### src/rtl/gemm_result_serializer.sv
// Captures a SIZE x SIZE result matrix after a programmable settle delay and
// streams it row-major, one element per accepted valid/ready beat.
module gemm_result_serializer #(
   parameter int DATA_WIDTH  = 32,
   parameter int SIZE        = 4,
   parameter int WAIT_CYCLES = 0,
   parameter int IDX_W       = (SIZE > 1) ? $clog2(SIZE) : 1
) (
   input  logic                                        clk,
   input  logic                                        rst,
   input  logic                                        start_in,
   input  logic [SIZE-1:0][SIZE-1:0][DATA_WIDTH-1:0]   mat_in,
   output logic                                        busy_out,
   output logic                                        out_valid,
   input  logic                                        out_ready,
   output logic [DATA_WIDTH-1:0]                       out_data,
   output logic [IDX_W-1:0]                            out_row,
   output logic [IDX_W-1:0]                            out_col,
   output logic                                        out_last,
   output logic                                        done_out
);

   localparam int CNT_W = (WAIT_CYCLES > 1) ? $clog2(WAIT_CYCLES) : 1;
   localparam logic [CNT_W-1:0] CNT_LOAD = (WAIT_CYCLES > 0) ? CNT_W'(WAIT_CYCLES - 1) : '0;
   localparam logic [IDX_W-1:0] IDX_MAX  = IDX_W'(SIZE - 1);

   typedef enum logic [1:0] {
      ST_IDLE,
      ST_WAIT,
      ST_STREAM
   } state_t;

   state_t                                    r_state;
   state_t                                    w_next;
   logic [CNT_W-1:0]                          r_cnt;
   logic [SIZE-1:0][SIZE-1:0][DATA_WIDTH-1:0] r_buf;
   logic [IDX_W-1:0]                          r_row;
   logic [IDX_W-1:0]                          r_col;
   logic                                      r_done;
   logic                                      w_capture;
   logic                                      w_load;
   logic                                      w_xfer;
   logic                                      w_last;

   assign w_last = (r_state == ST_STREAM) && (r_row == IDX_MAX) && (r_col == IDX_MAX);

   // Capture happens on the edge that leaves IDLE (no delay) or the edge where the wait counter hits zero.
   always_comb begin
      w_next    = r_state;
      w_capture = 1'b0;
      w_load    = 1'b0;
      w_xfer    = 1'b0;
      case (r_state)
         ST_IDLE: begin
            if (start_in) begin
               if (WAIT_CYCLES == 0) begin
                  w_capture = 1'b1;
                  w_next    = ST_STREAM;
               end else begin
                  w_load = 1'b1;
                  w_next = ST_WAIT;
               end
            end
         end
         ST_WAIT: begin
            if (r_cnt == '0) begin
               w_capture = 1'b1;
               w_next    = ST_STREAM;
            end
         end
         ST_STREAM: begin
            if (out_ready) begin
               w_xfer = 1'b1;
               if (w_last) begin
                  w_next = ST_IDLE;
               end
            end
         end
         default: w_next = ST_IDLE;
      endcase
   end

   always_ff @(posedge clk or posedge rst) begin
      if (rst) begin
         r_state <= ST_IDLE;
      end else begin
         r_state <= w_next;
      end
   end

   always_ff @(posedge clk or posedge rst) begin
      if (rst) begin
         r_cnt  <= '0;
         r_buf  <= '0;
         r_row  <= '0;
         r_col  <= '0;
         r_done <= 1'b0;
      end else begin
         r_done <= w_xfer && w_last;
         if (w_load) begin
            r_cnt <= CNT_LOAD;
         end else if ((r_state == ST_WAIT) && (r_cnt != '0)) begin
            r_cnt <= r_cnt - CNT_W'(1);
         end
         if (w_capture) begin
            r_buf <= mat_in;
         end
         // Only an accepted beat moves the read pointer, so stalls hold the element in place.
         if (w_xfer) begin
            if (w_last) begin
               r_row <= '0;
               r_col <= '0;
            end else if (r_col == IDX_MAX) begin
               r_col <= '0;
               r_row <= r_row + IDX_W'(1);
            end else begin
               r_col <= r_col + IDX_W'(1);
            end
         end
      end
   end

   assign busy_out  = (r_state != ST_IDLE);
   assign out_valid = (r_state == ST_STREAM);
   assign out_data  = out_valid ? r_buf[r_row][r_col] : '0;
   assign out_row   = r_row;
   assign out_col   = r_col;
   assign out_last  = w_last;
   assign done_out  = r_done;

endmodule
### config.mk
export PLATFORM = sky130hd
export DESIGN_NAME = gemm_result_serializer
export DESIGN_NICKNAME = d
export VERILOG_FILES = /design/src/rtl/gemm_result_serializer.sv
export SDC_FILE = /design/constraint.sdc
export NUM_CORES = 1
export LEC_CHECK = 0
export ABC_AREA = 1
export CORE_MARGIN = 5
export CORE_UTILIZATION = 34
export CTS_BUF_LIST = sky130_fd_sc_hd__clkbuf_8
export CTS_CLUSTER_DIAMETER = 50
export DETAILED_ROUTE_END_ITERATION = 7
export PLACE_DENSITY = 0.61
export SLEW_MARGIN = 10
export SYNTH_ARGS = -nofsm -noshare
export SYNTH_HDL_FRONTEND = slang
export SYNTH_SLANG_ARGS = --single-unit
### constraint.sdc
create_clock -name clk -period 33.2 [get_ports clk]
set_clock_uncertainty 0.05 [all_clocks]
set_input_delay 9.96 -clock clk [delete_from_list [all_inputs] [get_ports clk]]
set_output_delay 9.96 -clock clk [all_outputs]
set_load 0.005 [all_outputs]
==> PnR_summary.wiki <==
{| class="wikitable"
! Metric !! Value
|-
| Status || completed
|-
| Proportion of power drawn by flip-flops and latches || 0.336
|-
| Global Route Usage Sum || 0.2507
|-
| Netlist area before placement || 24910 um^2
|-
| Average cell area after synthesis || 7.796 um^2
|-
| Kind of path behind the tightest hold check || reg -> reg
|-
| Static power due to leakage || 16.21 nW
|-
| Most used routing layer in global routing || met2
|-
| Highest ir drop seen on vdd || 0.05157 mV
|-
| Number of endpoints with negative hold slack in the final report || 0
|-
| First drt pass iteration count || 6
|-
| Total Neg Setup Slack || 0 ps
|-
| Die span in y || 280.7 um
|-
| Number of gates given a new drive strength after cts || 0
|-
| Number of vias per cell after detailed routing || 4.842
|-
| Switch share || 0.4235
|-
| Final HPWL DP || 75.51 mm
|-
| Number of max-slew violations in the final report || 0
|-
| Share of final-layout standard cells stronger than drive strength 1 || 0.06986
|-
| Signal arrival time at the worst endpoint || 4560 ps
|-
| Power dissipated by switching net loads || 0.001286 W
|-
| Clock sink count || 518
|-
| Num CTS Buffers || 99
|-
| Overall via count from detail_route || 22770
|-
| Global-route track usage on met2 || 0.3765
|-
| GR Overflow Total || 0
|-
| DR iter-0 viols || 2474
|-
| Flip-flop and latch count after synthesis || 518
|-
| Area enclosed by the die boundary || 78780 um^2
|-
| WS Path Type || reg -> out
|-
| CP delay by family, top || buffers and inverters
|-
| Worst path most repeated cell || nand3_1
|-
| Wirelength per Cell || 21.79 um
|-
| Clock insertion delay at the later pin of the skew report || 670 ps
|-
| Clock edge transition at the registers on the reported setup and hold paths || 60 ps
|-
| Power per cell area || 91.93 nW/um^2
|-
| Number of nets in the synthesized netlist || 3713
|-
| Critical path, cell by cell || inv_6 -> buf_4 -> nand2_1 -> nand3_1 -> nand3_1 -> nand3_1 -> a21oi_1 -> clkdlybuf4s50_1
|-
| Peak fanout along the critical path || 76
|-
| Clock tree from TritonCTS || built
|-
| Initial antenna violation count || 13
|-
| CP startpoint kind || flip-flop
|-
| RSZ-0062 raised after global routing || false
|-
| Root Buffer || clkbuf_8
|-
| Die Width || 280.7 um
|-
| Finished Cell Area || 33030 um^2
|-
| Top Ports || 556
|-
| CP Buf/Inv Count || 3
|-
| Count of endpoints failing setup in the final report || 0
|-
| Pin count of the biggest net entering global routing || 240
|-
| Combinational Power Share || 0.445
|-
| Count of unique library cells instantiated by Yosys || 17
|-
| First-pass GRT wire length || 147.1 mm
|-
| Final Cycle Share || 0.4387
|-
| Count of flip-flops with a built-in enable after synthesis || 0
|-
| Number of warning messages in the yosys log || 0
|-
| Maximum frequency from static timing analysis || 0.06866 GHz
|-
| Via count of the first global-routing pass || 22230
|-
| Setup crit end kind || primary output
|-
| Relative contribution of the clock network to total power || 0.219
|-
| Quantity of I/O buffers inserted on ports || 555
|-
| Post-route antenna net violation count || 0
|-
| Grt met1 use || 0.3657
|-
| Gate Count Post-Synth || 3195
|-
| Hold-fix buffers at CTS || 0
|-
| Max H-tree Level || 3
|-
| Power Internal || 0.001750 W
|-
| Global Route met3 Usage || 0.06064
|-
| Number of rows created at floorplan || 99
|-
| Filler cell count in the final layout || 7362
|-
| Nets@finish || 4180
|-
| Max Cap Viol || 0
|-
| Placed cell areas || 30920 um^2
|-
| Req. time, crit path || 23190 ps
|-
| Crit path max-delay cell type || dfrtp_4
|-
| Longest Clk Path Bufs || 3
|-
| Highest cell delay on the worst timing path || 990 ps
|-
| Relative area change from synthesis to final layout || 32.59%
|-
| Placer congestion estimate || 0.8926
|-
| Proportion of synthesized flip-flops having asynchronous set or reset || 1.000
|-
| Part of the Yosys area used for sequential elements || 0.5204
|-
| Core box area || 72830 um^2
|-
| Slew HR || 0.2730
|-
| Worst slew pin tran || 1091 ps
|-
| Detailed Route WL || 102.5 mm
|-
| Post CTS Setup Buffer Count || 0
|-
| Ys flop type || dfrtp_1
|-
| Initial cell density of the core || 0.3420
|-
| Final min period || 14570 ps
|-
| DRC errors left || 0
|}
-- kinds of logic after synthesis --
family,count (synthesis),share of synthesized area
DFF,518,0.5204
and+or+nand+nor,1461,0.2393
buffers and inverters,655,0.1072
muxes,79,0.03571
AOI/OAI and AO/OA,480,0.09644
adders and majority gates,2,0.001004
-- area by class of cell --
class / count / area (um^2) / share of cell area
Sequential cell: 518 / 12970 / 0.3928
Multi-Input combinational cell: 2022 / 9285 / 0.2811
Timing Repair Buffer: 579 / 5786 / 0.1752
Clock buffer: 125 / 1720 / 0.05209
Inverter: 442 / 1677 / 0.05076
Tap cell: 959 / 1200 / 0.03633
Clock inverter: 50 / 366.6 / 0.01110
Antenna cell: 8 / 20.02 / 0.0006061
-- cells in the final DEF (no fill, tap or decap), drive strengths merged --
master         instances
a21oi                465
buf                   24
bufinv                 5
clkbuf               125
clkdlybuf4s50        555
clkinv                13
clkinvlp               3
dfrtp                518
diode                  8
ha                     2
inv                  471
mux2                  79
nand2                515
nand3                372
nor2                 572
nor3                   2
o21ai                 15
-- cell usage after synthesis (2+ instances only) --
library cell,number,share of area
o21ai_0,15,0.0030
mux2_2,79,0.036
inv_1,439,0.066
clkbuf_1,67,0.010
buf_2,115,0.023
inv_2,3,0.00045
ha_1,2,0.0010
dfrtp_1,518,0.52
nor2_1,572,0.086
nor3_1,2,0.00040
buf_4,16,0.0048
nand2_1,514,0.077
nand3_1,372,0.075
buf_1,14,0.0021
a21oi_1,465,0.093
-- registers in the layout, summed over array words and instances, names as in the netlist --
signal	flops
r_buf	512
done_out	1
out_col	2
out_row	2
r_state	1
-- final timing paths --
path | cells after the start | slack (ps) | endpoint | startpoint
min reg2reg | 1 | 460 | r_buf[401]$_DFFE_PP0P_ | r_buf[401]$_DFFE_PP0P_
max | 8 | 18630 | out_data[7] | out_row[0]$_DFFE_PP0P_
min | 1 | 460 | r_buf[401]$_DFFE_PP0P_ | r_buf[401]$_DFFE_PP0P_
min in group asynchronous | 2 | 9800 | r_buf[107]$_DFFE_PP0P_ | rst
max reg2reg | 5 | 29210 | r_buf[301]$_DFFE_PP0P_ | r_state[1]$_DFFE_PP0P_
max in group asynchronous | 5 | 20250 | out_col[0]$_DFFE_PP0P_ | rst
-- power by group through the flow --
stage	clock network, W	logic, W	registers, W
after global routing	0.000710	0.00149	0.00105
final	0.000665	0.00135	0.00102
after global placement	0	0.00134	0.00102
after floorplan	0	0.000786	0.000982
after detailed placement	0	0.00135	0.00103
after CTS	0.000678	0.00136	0.00102
-- per-stage QoR --
| step | hold slack [ps] | worst slack (ps) | utilization | total power [W] | cells |
|---|---|---|---|---|---|
| after CTS | 457.1 | 18530 | 0.4532 | 0.003053 | 4695 |
| after detailed placement | 444.3 | 19300 | 0.4245 | 0.002378 | 4520 |
| after global placement | 437.9 | 19320 | 0.4245 | 0.002365 | 4520 |
| after global routing | 463.0 | 18410 | 0.4534 | 0.003242 | 4702 |
| final | 455.3 | 18630 | 0.4535 | 0.003036 | 4703 |
| after floorplan | 427.7 | 8720 | - | 0.001768 | 3195 |
-- per-layer routing --
metal  wire length [um]  vias to the layer above  part of all wire
met5                 63                        -           0.00061
met4               2016                       10             0.020
met3               8382                      103             0.082
met2              45630                      791              0.45
met1              46400                    10950              0.45
li1                   -                    10920                 -
Note: power is estimated with default switching activity, not from simulation.
